[config.mk]
export PLATFORM = sky130hd
export DESIGN_NAME = msdf_mult_seq
export DESIGN_NICKNAME = d
export VERILOG_FILES = /design/src/rtl/msdf_mult_seq.sv
export SDC_FILE = /design/constraint.sdc
export NUM_CORES = 1
export LEC_CHECK = 0
export CAP_MARGIN = 20
export CORE_UTILIZATION = 45
export DETAILED_ROUTE_END_ITERATION = 16
export PLACE_DENSITY = 0.68
export SYNTH_ARGS = -nofsm -noshare
export SYNTH_HDL_FRONTEND = slang
export SYNTH_SLANG_ARGS = --single-unit
[constraint.sdc]
create_clock -name clk -period 5.4 [get_ports clk]
set_clock_uncertainty 0.1 [all_clocks]
set_input_delay 0.81 -clock clk [delete_from_list [all_inputs] [get_ports clk]]
set_output_delay 0.81 -clock clk [all_outputs]
set_load 0.02 [all_outputs]
[src/rtl/msdf_mult_seq.sv]
// -----------------------------------------------------------------------------
// msdf_mult_seq
// Sequencer for a radix-RADIX most-significant-digit-first online multiplier.
// Operand digit pairs (x_j, y_j) arrive MSD-first over a valid/ready handshake
// and are stored in the X/Y operand registers. Each iteration time-shares one
// partial-product generator between x_j*Y[j-1] (PP_X) and y_j*X[j] (PP_Y).
// Then it strobes the residual/selection datapath (SEL). From iteration DELTA
// onward, it buffers the selected digit onto a valid/ready result port (OUT).
// Iterations j >= N are tail iterations with zero operand digits.
//
// Ports:
//   clk, rst_n           clock (rising edge), asynchronous active-low reset
//   start                begin an operation (sampled only in IDLE)
//   busy                 high in every state except IDLE
//   in_valid/in_ready    operand digit-pair handshake (in_ready only in ACCEPT)
//   x_digit, y_digit     signed D-bit operand digits
//   pp_a, pp_b           operand vector / multiplier digit for the PP generator
//   pp_en, pp_sel        PP strobe; pp_sel=0 x-product, 1 y-product
//   sel_en, sel_digit    selection strobe and selected digit from the datapath
//   out_valid/out_ready  result digit handshake, z_digit is the buffered digit
//   done                 one-cycle pulse at the end of an operation
// -----------------------------------------------------------------------------
module msdf_mult_seq #(
    parameter int RADIX = 4,
    parameter int N     = 8,
    parameter int DELTA = 3
) (
    input  logic                           clk,
    input  logic                           rst_n,
    input  logic                           start,
    output logic                           busy,
    input  logic                           in_valid,
    output logic                           in_ready,
    input  logic [$clog2(RADIX):0]         x_digit,
    input  logic [$clog2(RADIX):0]         y_digit,
    output logic [($clog2(RADIX)+1)*N-1:0] pp_a,
    output logic [$clog2(RADIX):0]         pp_b,
    output logic                           pp_en,
    output logic                           pp_sel,
    output logic                           sel_en,
    input  logic [$clog2(RADIX):0]         sel_digit,
    output logic                           out_valid,
    input  logic                           out_ready,
    output logic [$clog2(RADIX):0]         z_digit,
    output logic                           done
);

    localparam int D  = $clog2(RADIX) + 1;
    localparam int JW = $clog2(N + DELTA + 1);

    localparam logic [JW-1:0] J_N     = JW'(N);
    localparam logic [JW-1:0] J_END   = JW'(N + DELTA);
    localparam logic [JW-1:0] J_DELTA = JW'(DELTA);
    localparam logic [JW-1:0] J_LAST  = JW'(N - 1);
    localparam logic [JW-1:0] J_ONE   = JW'(1);

    typedef enum logic [2:0] {
        ST_IDLE   = 3'd0,
        ST_ACCEPT = 3'd1,
        ST_PP_X   = 3'd2,
        ST_PP_Y   = 3'd3,
        ST_SEL    = 3'd4,
        ST_OUT    = 3'd5,
        ST_DONE   = 3'd6
    } state_t;

    state_t            state_r;
    state_t            state_s;
    logic [D*N-1:0]    x_r;
    logic [D*N-1:0]    y_r;
    logic [D*N-1:0]    x_s;
    logic [D*N-1:0]    y_s;
    logic [JW-1:0]     j_r;
    logic [JW-1:0]     j_s;
    logic [D-1:0]      zreg_r;
    logic [D-1:0]      zreg_s;
    logic [JW-1:0]     slot_s;
    logic [JW-1:0]     j_inc_s;

    logic              busy_r;
    logic              in_ready_r;
    logic              pp_en_r;
    logic              pp_sel_r;
    logic              sel_en_r;
    logic              out_valid_r;
    logic              done_r;

    // Read digit 'slot' (0 = LSD) out of an N-digit vector.
    function automatic logic [D-1:0] get_digit(input logic [D*N-1:0] vec,
                                               input logic [JW-1:0]  slot);
        logic [D-1:0] d;
        d = {D{1'b0}};
        for (int k = 0; k < N; k++) begin
            if (JW'(k) == slot) begin
                d = vec[k*D +: D];
            end else begin
                d = d;
            end
        end
        return d;
    endfunction

    // Return 'vec' with digit 'slot' replaced by 'val'.
    function automatic logic [D*N-1:0] put_digit(input logic [D*N-1:0] vec,
                                                 input logic [JW-1:0]  slot,
                                                 input logic [D-1:0]   val);
        logic [D*N-1:0] v;
        v = vec;
        for (int k = 0; k < N; k++) begin
            if (JW'(k) == slot) begin
                v[k*D +: D] = val;
            end else begin
                v[k*D +: D] = vec[k*D +: D];
            end
        end
        return v;
    endfunction

    // Operand digit j lives in slot N-1-j so that X/Y read as MSD-first prefixes.
    assign slot_s  = J_LAST - j_r;
    assign j_inc_s = j_r + J_ONE;

    // Next-state and register-update logic of the sequencer.
    always_comb begin
        state_s = state_r;
        x_s     = x_r;
        y_s     = y_r;
        j_s     = j_r;
        zreg_s  = zreg_r;
        case (state_r)
            ST_IDLE: begin
                if (start) begin
                    x_s     = {(D*N){1'b0}};
                    y_s     = {(D*N){1'b0}};
                    j_s     = {JW{1'b0}};
                    state_s = ST_ACCEPT;
                end else begin
                    state_s = ST_IDLE;
                end
            end
            ST_ACCEPT: begin
                if (in_valid) begin
                    x_s     = put_digit(x_r, slot_s, x_digit);
                    y_s     = put_digit(y_r, slot_s, y_digit);
                    state_s = ST_PP_X;
                end else begin
                    state_s = ST_ACCEPT;
                end
            end
            ST_PP_X: begin
                state_s = ST_PP_Y;
            end
            ST_PP_Y: begin
                state_s = ST_SEL;
            end
            ST_SEL: begin
                if (j_r >= J_DELTA) begin
                    zreg_s  = sel_digit;
                    state_s = ST_OUT;
                end else begin
                    // Warm-up iteration: no result digit is produced yet.
                    j_s = j_inc_s;
                    if (j_inc_s < J_N) begin
                        state_s = ST_ACCEPT;
                    end else begin
                        state_s = ST_PP_X;
                    end
                end
            end
            ST_OUT: begin
                if (out_ready) begin
                    j_s = j_inc_s;
                    if (j_inc_s == J_END) begin
                        state_s = ST_DONE;
                    end else if (j_inc_s < J_N) begin
                        state_s = ST_ACCEPT;
                    end else begin
                        state_s = ST_PP_X;
                    end
                end else begin
                    state_s = ST_OUT;
                end
            end
            ST_DONE: begin
                state_s = ST_IDLE;
            end
            default: begin
                state_s = ST_IDLE;
            end
        endcase
    end

    // State, operand/result registers and registered state-decoded outputs.
    always_ff @(posedge clk or negedge rst_n) begin
        if (!rst_n) begin
            state_r     <= ST_IDLE;
            x_r         <= {(D*N){1'b0}};
            y_r         <= {(D*N){1'b0}};
            j_r         <= {JW{1'b0}};
            zreg_r      <= {D{1'b0}};
            busy_r      <= 1'b0;
            in_ready_r  <= 1'b0;
            pp_en_r     <= 1'b0;
            pp_sel_r    <= 1'b0;
            sel_en_r    <= 1'b0;
            out_valid_r <= 1'b0;
            done_r      <= 1'b0;
        end else begin
            state_r     <= state_s;
            x_r         <= x_s;
            y_r         <= y_s;
            j_r         <= j_s;
            zreg_r      <= zreg_s;
            busy_r      <= (state_s != ST_IDLE);
            in_ready_r  <= (state_s == ST_ACCEPT);
            pp_en_r     <= (state_s == ST_PP_X) || (state_s == ST_PP_Y);
            pp_sel_r    <= (state_s == ST_PP_Y);
            sel_en_r    <= (state_s == ST_SEL);
            out_valid_r <= (state_s == ST_OUT);
            done_r      <= (state_s == ST_DONE);
        end
    end

    // Partial-product operand mux; zero whenever the generator is not strobed.
    // PP_X uses Y[j-1]: the freshly written y_j slot is masked out.
    always_comb begin
        pp_a = {(D*N){1'b0}};
        pp_b = {D{1'b0}};
        if (pp_en_r && !pp_sel_r) begin
            if (j_r < J_N) begin
                pp_a = put_digit(y_r, slot_s, {D{1'b0}});
                pp_b = get_digit(x_r, slot_s);
            end else begin
                pp_a = y_r;
                pp_b = {D{1'b0}};
            end
        end else if (pp_en_r && pp_sel_r) begin
            pp_a = x_r;
            if (j_r < J_N) begin
                pp_b = get_digit(y_r, slot_s);
            end else begin
                pp_b = {D{1'b0}};
            end
        end else begin
            pp_a = {(D*N){1'b0}};
            pp_b = {D{1'b0}};
        end
    end

    assign busy      = busy_r;
    assign in_ready  = in_ready_r;
    assign pp_en     = pp_en_r;
    assign pp_sel    = pp_sel_r;
    assign sel_en    = sel_en_r;
    assign out_valid = out_valid_r;
    assign done      = done_r;
    assign z_digit   = zreg_r;

endmodule

==> impl_metrics.ini <==
[run_status]
status = complete, no violations

[layout]
layout_commonest_cell = nand2_1
layoutNonFillerInstCount = 567
n_antenna_cell = 0
finalNetCount = 477
mostFrequentLayoutCells = 75 x nand2_1, 65 x dfrtp_1, 49 x clkdlybuf4s50_1
synthToLayoutAreaGrowth_pct = 18.32
drive_above_1_share_pct = 9.091

[yosys]
synth_compound_area_share_pct = 16.61
ys_seq_area_share_pct = 41.92
synth_simple_gate_area_share_pct = 21.77
netlist_area_sq_mm = 0.003880
ys_seq_elements = 65
syn_inst = 425
mappedNetlistNets = 444
synth_top_family_by_area = simple AND/OR/NAND/NOR gates
synth_edf_count = 0
synth_fa_ha_area_share_pct = 1.612
avgSynthCellArea_sq_um = 9.129
yosys_warnings = 0
synth-xor-area-share_pct = 0.2257
async_reset_ff_share_pct = 100.0
ys_types = 56
synth_ff_type = dfrtp_1
synthMuxAreaShare_pct = 13.83

[route]
ant_nets = 0
wirelength_um = 9912
avgViaCountPerCell = 5.746
drt_pass1_iterations = 6
drtIter0Drc = 298
vias = 3258
drc = 0
wire_per_inst_um = 17.48

[cts]
cts_max_level = 3
cts_buffers = 9
clock_latency_ps = 350
cts-root-buf = clkbuf_8
clock_sinks = 65
cts_resized = 0
clock_path_buffers = 2
postCtsSetupBuffers = 0
hold_buffers = 0
path_clk_slew_ps = 70
cts_tree = done

[timing]
slew_headroom_pct = 34.87
worst_slack_ps = 996.7
fin_crit_sh_pct = 81.54
fin_setup_tns_ps = 0
drv_slew = 0
fin_crit_ps = 4403
hold_ws_ps = 413.2
fmax_ghz = 0.2271
hold_violations = 0
worst_pin_slew_ps = 976.9
rsz0062_at_grt = no
setup_violations = 0

[pwr]
clockPowerShare_pct = 18.0
power_frac_seq_pct = 38.3
p_comb_share_pct = 43.7
p_sw_w = 0.0009657
ir_drop_mv = 0.3458
swShare_pct = 41.72
p_int_w = 0.001349
power_density_mw_per_mm2 = 504.2
power.leakage_nw = 1.937
total_power_w = 0.002315

[worst_setup_path]
required_ps = 4490
crit_chain = inv_1 -> ha_1 -> or3b_1 -> o22ai_1 -> nor4_1 -> or4_1 -> clkdlybuf4s50_1
cp-end-kind = output pin
crit_buf_inv = 2
startpoint_type = register
slowest_stage = ha_1
cpLargestDelayFamily = simple AND/OR/NAND/NOR gates
cpPeakStageDelay_ps = 620
worst-setup-path-type = reg2out
crit_fanout = 21
arrival_ps = 3490

[floorplanning]
core.rowCount = 33
ioPinCount = 51
die_area_sq_mm = 0.008997
die_x_um = 94.86
coreArea_sq_mm = 0.008299
die_h_um = 94.86
initial_utilization_pct = 46.75

[placement]
place_ws_ps = 1410
dp_cells = 552
gp_congestion = 0.9023
dp.final_hpwl_um = 6696
port_buffers = 50

[grt]
grt_max_degree = 66
antenna_found_initial = 0
grt_pass1_wl_um = 15930
grt_pass1_vias = 2985
grt_usage_pct = 23.99
grt-ovfl-total = 0

[worst_hold_path]
hold_path.class = reg2reg

[flow_run]
drv_cap = 0
synth_stat cells (4+ instances only):
master | number | share of area [%]
buf_2 | 11 | 1.4
mux2_1 | 37 | 11
nand3_1 | 10 | 1.3
inv_1 | 6 | 0.58
o21ai_0 | 38 | 4.9
and2_1 | 26 | 4.2
o21ai_1 | 9 | 1.2
a21oi_2 | 6 | 1.4
a21oi_1 | 15 | 1.9
clkbuf_1 | 17 | 1.6
a22o_1 | 6 | 1.4
dfrtp_1 | 65 | 42
nor2_1 | 9 | 0.87
ha_1 | 5 | 1.6
nand2_1 | 75 | 7.3
nand2b_1 | 12 | 1.9
nor2b_1 | 4 | 0.64
mux2_2 | 8 | 2.3
and3_1 | 7 | 1.1
a31oi_1 | 4 | 0.64
metrics by stage:
stage / util, % / cell area [sq um]
3_5_place_dp: 52.96 / 4395
2_1_floorplan: - / 3880
3_3_place_gp: 52.96 / 4395
5_1_grt: 55.31 / 4591
4_1_cts: 55.31 / 4591
6_report: 55.31 / 4591
logic make-up after synthesis:
family	count (synthesis)
AO/OA/AOI/OAI	102
XOR/XNOR	1
adder cells (fa/ha/maj)	5
buffers and inverters	38
flip-flops	65
multiplexers	48
AND/OR/NAND/NOR	166
sequential cells by signal, summed over array words and instances, names as in the netlist:
name       cells
z_digit        3
state_r        3
in_ready       1
x_r           24
sel_en         1
y_r           24
j_r            4
done           1
pp_sel         1
out_valid      1
pp_en          1
busy           1
path summary, 6_finish.rpt:
check / start / to / slack [ps] / depth (start not counted)
max: j_r[0] / pp_b[1] / 1000 / 7
min: z_digit[2] / z_digit[2] / 410 / 1
max reg2reg: j_r[0] / y_r[16] / 2700 / 5
min reg2reg: z_digit[2] / z_digit[2] / 410 / 1
max in group asynchronous: rst_n / y_r[10] / 4140 / 2
min in group asynchronous: rst_n / y_r[18] / 540 / 2
final cells by class:
| cell class | count | area (sq um) |
|---|---|---|
| Multi-Input combinational cell | 322 | 2097 |
| Timing Repair Buffer | 52 | 510.5 |
| Fill cell | 773 | 3709 |
| Inverter | 8 | 30.03 |
| Clock buffer | 12 | 155.1 |
| Sequential cell | 65 | 1627 |
| Tap cell | 105 | 131.4 |
| Clock inverter | 3 | 40.04 |
power by group through the flow:
stage | logic [W] | clock network (W) | registers (W)
6_report | 0.00101 | 0.000417 | 0.000886
5_1_grt | 0.00112 | 0.000443 | 0.000915
4_1_cts | 0.00101 | 0.000421 | 0.000882
3_5_place_dp | 0.00101 | 0 | 0.000890
3_3_place_gp | 0.000987 | 0 | 0.000881
2_1_floorplan | 0.000726 | 0 | 0.000816
layer usage:
layer,routed length [um],vias to the layer above,track usage [%]
li1,-,1553,-
met3,631,14,3.462
met2,4353,119,34.89
met4,184,0,9.596
met1,4742,1572,35.57
met5,0,-,0
(Power assumes the default switching activity.)
